--- src/rtl/sigdel_decim.sv ---
// sigdel_decim: sinc2 CIC decimator turning a 1-bit sigma-delta stream into saturated OUT_W-bit PCM
module sigdel_decim #(
  parameter int DEC_LOG2 = 4,
  parameter int OUT_W = 8
) (
  input  logic             clk,
  input  logic             rst,
  input  logic             en,
  input  logic             din,
  output logic [OUT_W-1:0] dout,
  output logic             dout_valid,
  output logic             sat
);
  localparam int W = 2*DEC_LOG2+1;
  localparam int SH = 2*DEC_LOG2-OUT_W;
  logic [W-1:0] i1, i2, d1, d2, i2_n, c1, c2, y;
  logic [DEC_LOG2-1:0] phase;
  logic [1:0] warm;
  logic clamp;
  always_comb begin
    i2_n = i2 + i1;
    c1 = i2_n - d1;
    c2 = c1 - d2;
    y = c2 >> SH;
    clamp = |y[W-1:OUT_W];
  end
  // Modulo-2^W wrap in the integrators cancels in the combs, so it is never checked
  always_ff @(posedge clk) begin
    if (rst) begin
      i1 <= '0;
      i2 <= '0;
      d1 <= '0;
      d2 <= '0;
      phase <= '0;
      warm <= '0;
      dout <= '0;
      dout_valid <= 1'b0;
      sat <= 1'b0;
    end else begin
      dout_valid <= 1'b0;
      sat <= 1'b0;
      if (en) begin
        i1 <= i1 + {{(W-1){1'b0}}, din};
        i2 <= i2_n;
        phase <= phase + DEC_LOG2'(1);
        if (&phase) begin
          d1 <= i2_n;
          d2 <= c1;
          if (warm == 2'd3) begin
            dout <= clamp ? '1 : y[OUT_W-1:0];
            dout_valid <= 1'b1;
            sat <= clamp;
          end else begin
            warm <= warm + 2'd1;
          end
        end
      end
    end
  end
endmodule
--- config.mk ---
export PLATFORM = sky130hd
export DESIGN_NAME = sigdel_decim
export DESIGN_NICKNAME = d
export VERILOG_FILES = /design/src/rtl/sigdel_decim.sv
export SDC_FILE = /design/constraint.sdc
export NUM_CORES = 1
export LEC_CHECK = 0
export ABC_AREA = 0
export CAP_MARGIN = 40
export CORE_MARGIN = 5
export CORE_UTILIZATION = 65
export CTS_BUF_LIST = sky130_fd_sc_hd__clkbuf_8
export DETAILED_ROUTE_END_ITERATION = 10
export PLACE_DENSITY_LB_ADDON = 0.25
export REMOVE_ABC_BUFFERS = 1
export SLEW_MARGIN = 20
export SYNTH_ARGS = -nofsm -noshare
export SYNTH_HDL_FRONTEND = slang
export SYNTH_SLANG_ARGS = --single-unit
--- constraint.sdc ---
create_clock -name clk -period 8.3 [get_ports clk]
set_input_delay 2.075 -clock clk [delete_from_list [all_inputs] [get_ports clk]]
set_output_delay 2.075 -clock clk [all_outputs]
set_load 0.01 [all_outputs]
======== Word level (Yosys, flattened, before mapping) ========
Index checks and enable logic that the tools add are counted.
storage, ports and cells
  flip-flop bits (word level) ............. 52
  input port bits ......................... 4
  output and inout bits ................... 10
  word-level logic and storage cells ...... 27
operators by class
  add/sub/neg operators ................... 6
  bitwise logic cells ..................... 3
  reductions and logical operators ........ 6
  mux-type cells .......................... 2
  eq/ne operators ......................... 1
operator list
  operator                                                       number
  9-bit subtractor                                               2
  6-bit AND reduction                                            2
  9-bit by 1-bit adder with 9-bit output                         1
  9-bit adder                                                    1
  8-bit two-way mux                                              1
  5-bit AND reduction                                            1
  4-bit by 1-bit adder with 4-bit output, second input constant  1
  4-bit AND reduction                                            1
  4-bit OR reduction                                             1
  1-bit inverter                                                 3
  3-bit OR reduction                                             1
  2-bit by 1-bit adder with 2-bit output, second input constant  1
  2-bit equality test, second input constant                     1
  1-bit two-way mux                                              1

======== Longest topological paths before layout ========
Gate-level depths: netlist of run 1.
  depth in word-level cells ............... 4
  mapped depth ............................ 20
  mapped depth without buffers ............ 19

======== Worst setup path after synthesis of run 1 ========
Ideal clock, no wire load.
  path type ............................... flip-flop to flip-flop
  start point ............................. register i1[0]
  end point ............................... register dout[0]
  path buffers ............................ 1
  arrival ................................. 3.791 ns
  library setup time ...................... 0.080 ns
  setup slack ............................. 4.429 ns
  required time ........................... 8.220 ns
  cell stages (with the launch flop) ...... 21
  cells stage by stage .................... dfxtp_1 > ha_1 > fa_1 > a21oi_1 > o21bai_2 > a31oi_1 > xnor2_1 > ha_1 > o21a_1 > nor2_1 > a21oi_1 > xor2_1 > ha_1 > a21oi_1 > o211ai_1 > a21oi_1 > xnor2_1 > xnor3_1 > and2_1 > buf_6 > a211oi_2
between the ends
  longest elaborated chain between the ends .. 4
ends and longest elaborated chain
  item                    RTL line  source
  from (decl)             16        logic [W-1:0] i1, i2, d1, d2, i2_n, c1, c2, y;
  from (signal assigned)  43        i1 <= i1 + {{(W-1){1'b0}}, din};
  9-bit adder             21        i2_n = i2 + i1;
  net i2_n[6]             16
  9-bit subtractor        22        c1 = i2_n - d1;
  net c1[7]               16
  9-bit subtractor        23        c2 = c1 - d2;
  8-bit two-way mux       50        dout <= clamp ? '1 : y[OUT_W-1:0];
  to (signal assigned)    50
  to (decl)               10        output logic [OUT_W-1:0] dout,
The timed path passes the listed nets, and every way through them passes these cells.
A chain may end at the register's enable or synchronous reset.

======== Worst setup path after layout of run 1 ========
  start point ............................. input port en
  end point ............................... register dout[0]
between the ends
  longest elaborated chain between the ends .. 1
ends and longest elaborated chain
  item                                  RTL line  source
  from (decl)                           8         input logic en,
  6-bit AND reduction (no source line)  --
No other way between the ends.

==> out/results.tsv, run 1 <==
stage	metric	value	unit
yosys	synth_xor_area_share	10.7	%
yosys	synth_simple_gate_area_share	16.3	%
yosys	synth_top_family_by_area	compound AO/OA/AOI/OAI gates	
global_routing	grt_max_degree	39	
sta	rsz0062_at_grt	false	
sta	period_share	54.6	%
sta	timing.final.max_slew_violations	0	
global_routing	antenna_found_initial	0	
floorplanning	io_pins	14	
route	drc	0	
worst_hold_path	min_path_cells	2	
yosys	synth-adder-area-share	13.7	%
power_and_ir_drop	peakVddDrop	0.118	mV
sta	tns	0	ns
yosys	synth_edf_count	0	
critical_path	start_kind	input pin	
floorplanning	dieArea	0.00607	mm^2
clock_network	cts_resized	0	
final_layout	layout.nets	383	
clock_network	cts.clk_slew.worst_paths	0.09	ns
floorplanning	num_rows	24	
critical_path	r2r_start	i1[0]$_SDFFE_PP0P_	
yosys	synthFlopType	dfxtp_1	
final_layout	diodes	0	
critical_path	critical_path.cell_chain	clkdlybuf4s50_1 -> buf_4 -> and3_1 -> and3_1 -> and2_1 -> and2_1 -> a211oi_2	
floorplanning	die_w	77.9	um
placed_design	io_buffers	13	
clock_network	cts-root-buf	clkbuf_8	
clock_network	insertion_delay	0.31	ns
critical_path	cpPeakStageDelay	0.70	ns
worst_hold_path	hold_class	reg -> reg	
critical_path	rrSetupSlack	3.84	ns
sta	setup_viol	0	
yosys	synth-compound-area-share	16.8	%
sta	hold_ws	0.461	ns
worst_hold_path	hold_path_startpoint	d1[3]$_SDFFE_PP0P_	
clock_network	cts_buffer_depth	2	
clock_network	cts.sinks	52	
clock_network	hold_buffers	0	
route	drt_iter0_drc	120	
final_layout	areaGrowthSynthToFinish	8.42	%
sta	max-slew-margin-rel	46.5	%
yosys	ys_types	47	
critical_path	arrival	4.72	ns
global_routing	grt_pass1_wl	9890	um
worst_hold_path	worstHoldEndpoint	d1[3]$_SDFFE_PP0P_	
clock_network	htreeDepth	2	
sta	hold_viol_final	0	
job	cap_violations	0	
final_layout	drive_gt1_share	7.45	%
critical_path	critical_path.endpoint_type	flip-flop	
yosys	async_flop_share	0	%
status	status	finished clean	
clock_network	cts_tree	done	
route	drt_first_pass_iters	4	
critical_path	required	8.48	ns
sta	worst_pin_slew	0.803	ns
floorplanning	core	0.00441	mm^2
yosys	synth_area_leaders	dfxtp_1 35%, ha_1 12%, nor2_1 6.0%, xnor2_1 4.7%, xor2_1 4.4%	
yosys	syn_avg_cell_area	8.85	um^2
global_routing	grt_usage	19.6	%
yosys	synth-seq-cells	52	
placed_design	place_congestion	0.820	
route	route.final.wire_length	5330	um
critical_path	reg2regPathDepth	19	
clock_network	cts_setup_buffers	0	
critical_path	critPathKind	in -> reg	
yosys	synthMuxAreaShare	3.00	%
yosys	synth_seq_area_share	34.7	%
global_routing	grt-ovfl-total	0	
yosys	synth.top_cell.area_share	34.7	%
clock_network	numCtsBuffers	5	
yosys	syn-cell-area	0.00300	mm^2
route	vias_per_cell	5.55	
floorplanning	start_util	68.0	%
critical_path	r2r-end	dout[0]$_SDFFE_PP0P_	
placed_design	hpwl	4010	um
floorplanning	die_y	77.9	um
critical_path	cp_slowest_cell	and3_1	
route	wl_per_cell	13.3	um
power_and_ir_drop	leakage	1.33	nW
yosys	synth_top_area_cell	dfxtp_1	
sta	fmax	221	MHz
power_and_ir_drop	power_per_cell_area	148	mW/mm^2
global_routing	grt_pass1_vias	2264	
yosys	ys_warn_count	0	
sta	period_needed	4.53	ns
route	num_vias	2227	
route	ant_nets	0	
sta	clock_skew	0.00629	ns
critical_path	crit_path_max_fanout	23	
yosys	syn_inst	339	
[sequential cells by signal (all words and copies together) (netlist names)]
signal	count
phase	4
dout_valid	1
i1	9
sat	1
dout	8
d1	9
i2	9
warm	2
d2	9
[worst max path at each step]
stage	from	endpoint	slack, ns	cells past startpoint
after floorplan	i1[0]$_SDFFE_PP0P_	dout[0]$_SDFFE_PP0P_	4.41	19
after global placement	en	dout[6]$_SDFFE_PP0P_	3.47	7
after detailed placement	en	dout[5]$_SDFFE_PP0P_	3.44	7
after CTS	en	dout[0]$_SDFFE_PP0P_	3.77	7
after global routing	i1[1]$_SDFFE_PP0P_	dout[0]$_SDFFE_PP0P_	3.36	19
final	en	dout[0]$_SDFFE_PP0P_	3.77	7
[layout by cell type (no fill, tap or decap), drive strengths merged, types with 2 or more instances in the layout]
master and n:
dfxtp 52, nor2 48, nand2 33, ha 28, a21oi 25, inv 23, xnor2 17, a211oi 17
xor2 15, clkdlybuf4s50 12, mux2i 9, nor2b 7, clkbuf 6, o21ai 6, a21o 5, and3 5
o21a 4, nand3 4, nand4 4, fa 3, buf 3, nand3b 2, and2 2, clkinv 2
o21bai 2
[critical path, delay by kind of cell]
| kind | cells | cell delay (ns) |
|---|---|---|
| and+or+nand+nor | 4 | 1.78 |
| buffers and inverters | 2 | 0.73 |
| AOI/OAI and AO/OA | 1 | 0.13 |
[through the flow]
step | worst slack, ns | utilization (%) | area, um^2 | total power [mW] | std cells
final | 3.77 | 73.7 | 3250 | 0.481 | 401
after global routing | 3.36 | 73.7 | 3250 | 0.508 | 401
after CTS | 3.77 | 73.7 | 3250 | 0.484 | 401
after detailed placement | 3.44 | 71.6 | 3160 | 0.338 | 393
after global placement | 3.47 | 71.1 | 3140 | 0.335 | 392
after floorplan | 4.41 | - | 2940 | 0.318 | 326
[Yosys cell counts, types with 2 or more instances]
cell type	instances
and2_1	2
nor2_1	48
nand3_1	4
inv_1	22
ha_1	28
dfxtp_1	52
mux2i_1	9
o21ai_1	5
clkbuf_1	9
o21a_1	4
nor2b_1	6
xor2_1	15
nand2_1	33
fa_1	3
buf_1	2
a211oi_2	8
and3_1	5
nand3b_1	2
a21o_1	5
a211oi_1	9
a21oi_1	24
xnor2_1	16
nand4_1	4
[cell families after synthesis]
logic type / after synthesis
AND/OR/NAND/NOR: 109
AO/OA/AOI/OAI: 69
flip-flops: 52
buffers and inverters: 36
XOR/XNOR: 33
adder cells (fa/ha/maj): 31
multiplexers: 9
[where the power goes]
group	leakage (nW)	internal, mW	total [mW]	switching (mW)
combinational	0.862	0.0346	0.0776	0.0430
sequential	0.420	0.252	0.256	0.00307
clock	0.0510	0.0667	0.148	0.0809
total	1.33	0.354	0.481	0.127
[layer usage]
metal  wire length [um]  vias to the layer above  global-route usage (%)
met5                  0                        -                       0
met4                 59                        0                    5.57
met3                190                        6                    4.40
met2               2670                       27                    33.2
met1               2400                     1023                    24.9
li1                   -                     1171                       -
[final cells by class]
cell class              count  area, um^2
fillers                   345        1160
clock buffers               6        82.6
multi-input cells         251        1820
inverters                  23        86.3
well taps                  52        65.1
clock inverters             2        10.0
flip-flops and latches     52        1040
repair buffers             15         153
Note: power is estimated with default switching activity, not from simulation.
==> inputs of run 2 (changes only) <==
Settings changed: CORE_UTILIZATION 65 to 63.
Clock period 8.3 ns to 4.53 ns, I/O delays scaled along.
==> out/results.tsv, run 2 (synthesis gave the netlist of run 1 again) <==
stage	metric	value	unit
status	status	finished clean	
worst_hold_path	worstHoldEndpoint	d1[4]$_SDFFE_PP0P_	
route	wl_per_cell	13.3	um
sta	timing.final.max_slew_violations	0	
critical_path	critical_path.endpoint_type	flip-flop	
clock_network	htreeDepth	2	
sta	hold_ws	0.465	ns
final_layout	final_cell_mix	51 x dfxtp_1, 48 x nor2_1, 33 x nand2_1	
clock_network	cts_buffer_depth	2	
floorplanning	start_util	64.4	%
clock_network	cts.clk_slew.worst_paths	0.09	ns
critical_path	arrival	4.39	ns
final_layout	drive_gt1_share	9.40	%
critical_path	rrSetupSlack	0.37	ns
final_layout	areaGrowthSynthToFinish	10.6	%
final_layout	final_common_cell	dfxtp_1	
global_routing	grt_pass1_vias	2272	
critical_path	r2r-end	dout[6]$_SDFFE_PP0P_	
critical_path	required	4.76	ns
clock_network	cts_tree	done	
power_and_ir_drop	total_power	956	uW
floorplanning	die_w	79.0	um
power_and_ir_drop	leakage	1.36	nW
critical_path	crit_path_max_fanout	8	
route	num_vias	2286	
final_layout	diodes	0	
global_routing	grt_pass1_wl	9900	um
floorplanning	dieArea	0.00624	mm^2
route	ant_nets	0	
placed_design	placedCellCount	396	
route	drt_first_pass_iters	6	
route	vias_per_cell	5.64	
final_layout	final_util	71.2	%
route	route.final.wire_length	5380	um
power_and_ir_drop	power_per_cell_area	288	mW/mm^2
floorplanning	core	0.00466	mm^2
clock_network	numCtsBuffers	5	
worst_hold_path	hold_path_startpoint	d1[4]$_SDFFE_PP0P_	
sta	rsz0062_at_grt	false	
clock_network	insertion_delay	0.31	ns
sta	worst_pin_slew	0.609	ns
global_routing	grt_max_degree	40	
worst_hold_path	hold_class	reg -> reg	
critical_path	r2r_start	i1[0]$_SDFFE_PP0P_	
critical_path	critPathKind	reg -> reg	
final_layout	stdcell_count	405	
floorplanning	io_pins	14	
final_layout	layout.nets	385	
job	cap_violations	0	
sta	fmax	241	MHz
clock_network	cts-root-buf	clkbuf_8	
worst_hold_path	min_path_cells	2	
placed_design	io_buffers	13	
placed_design	hpwl	3910	um
power_and_ir_drop	peakVddDrop	0.288	mV
route	drt_iter0_drc	86	
global_routing	grt_usage	19.8	%
sta	period_share	91.7	%
global_routing	antenna_found_initial	0	
critical_path	reg2regPathDepth	19	
sta	clock_skew	0.00553	ns
sta	period_needed	4.16	ns
route	drc	0	
clock_network	cts.sinks	52	
sta	max-slew-margin-rel	59.3	%
sta	hold_viol_final	0	
floorplanning	die_y	79.0	um
sta	tns	0	ns
global_routing	grt-ovfl-total	0	
floorplanning	num_rows	25	
placed_design	place_congestion	0.805	
critical_path	start_kind	flip-flop	
sta	setup_viol	0	
[run 2: worst max path at each step]
stage	start	end	slack [ns]	depth (start not counted)
after detailed placement	i1[1]$_SDFFE_PP0P_	dout[1]$_SDFFE_PP0P_	0.24	19
after CTS	i1[1]$_SDFFE_PP0P_	dout[6]$_SDFFE_PP0P_	0.21	19
after floorplan	i1[0]$_SDFFE_PP0P_	dout[0]$_SDFFE_PP0P_	0.64	19
after global placement	i1[1]$_SDFFE_PP0P_	dout[1]$_SDFFE_PP0P_	0.37	19
after global routing	i1[0]$_SDFFE_PP0P_	dout[0]$_SDFFE_PP0P_	0.05	19
final	i1[0]$_SDFFE_PP0P_	dout[6]$_SDFFE_PP0P_	0.37	19
[run 2: final cells by class]
class	instances	area (um^2)
timing repair buffer	17	168
tap	54	67.6
sequential	52	1040
fill	366	1340
inverter	23	86.3
clock buffer	7	96.3
clock inverter	1	30.0
multi-input combinational	251	1830
[run 2: metrics by stage]
stage          setup WS (ns)  cell area [um^2]
6_report               0.375              3320
2_1_floorplan          0.642              2940
3_5_place_dp           0.241              3170
4_1_cts                0.208              3300
5_1_grt               0.0474              3320
3_3_place_gp           0.368              3150
[run 2: power breakdown]
| group | leakage (nW) | internal, mW | switching (mW) |
|---|---|---|---|
| logic | 0.873 | 0.0635 | 0.0789 |
| clock network | 0.0645 | 0.195 | 0.150 |
| registers | 0.421 | 0.463 | 0.00537 |
[run 2: timing repair]
action                     CTS  global route
hold buffers                 0             0
setup endpoints to repair    0             8
gates resized for setup      0             6
buffers inserted             0             1
[run 2: metal layers]
metal  GRT usage [%]  up-vias  wire [um]
met5               0        -          0
met4            7.73        0        102
met3            3.85        8        168
met2            35.9       31       2720
met1            22.7     1071       2390
li1                -     1176          -
[run 2: worst max-delay path, stage by stage (launching register included)]
cell	delay, ns
dfxtp_1	0.34
ha_1	0.23
fa_1	0.42
a21oi_2	0.16
o21bai_2	0.11
a31oi_1	0.22
xnor2_1	0.13
ha_1	0.36
o21a_1	0.14
nor2_1	0.04
a21oi_1	0.17
xor2_1	0.22
ha_1	0.31
a21oi_1	0.16
o211ai_1	0.10
a21oi_1	0.16
xnor2_1	0.15
xnor3_1	0.25
and2_4	0.20
a211oi_2	0.21
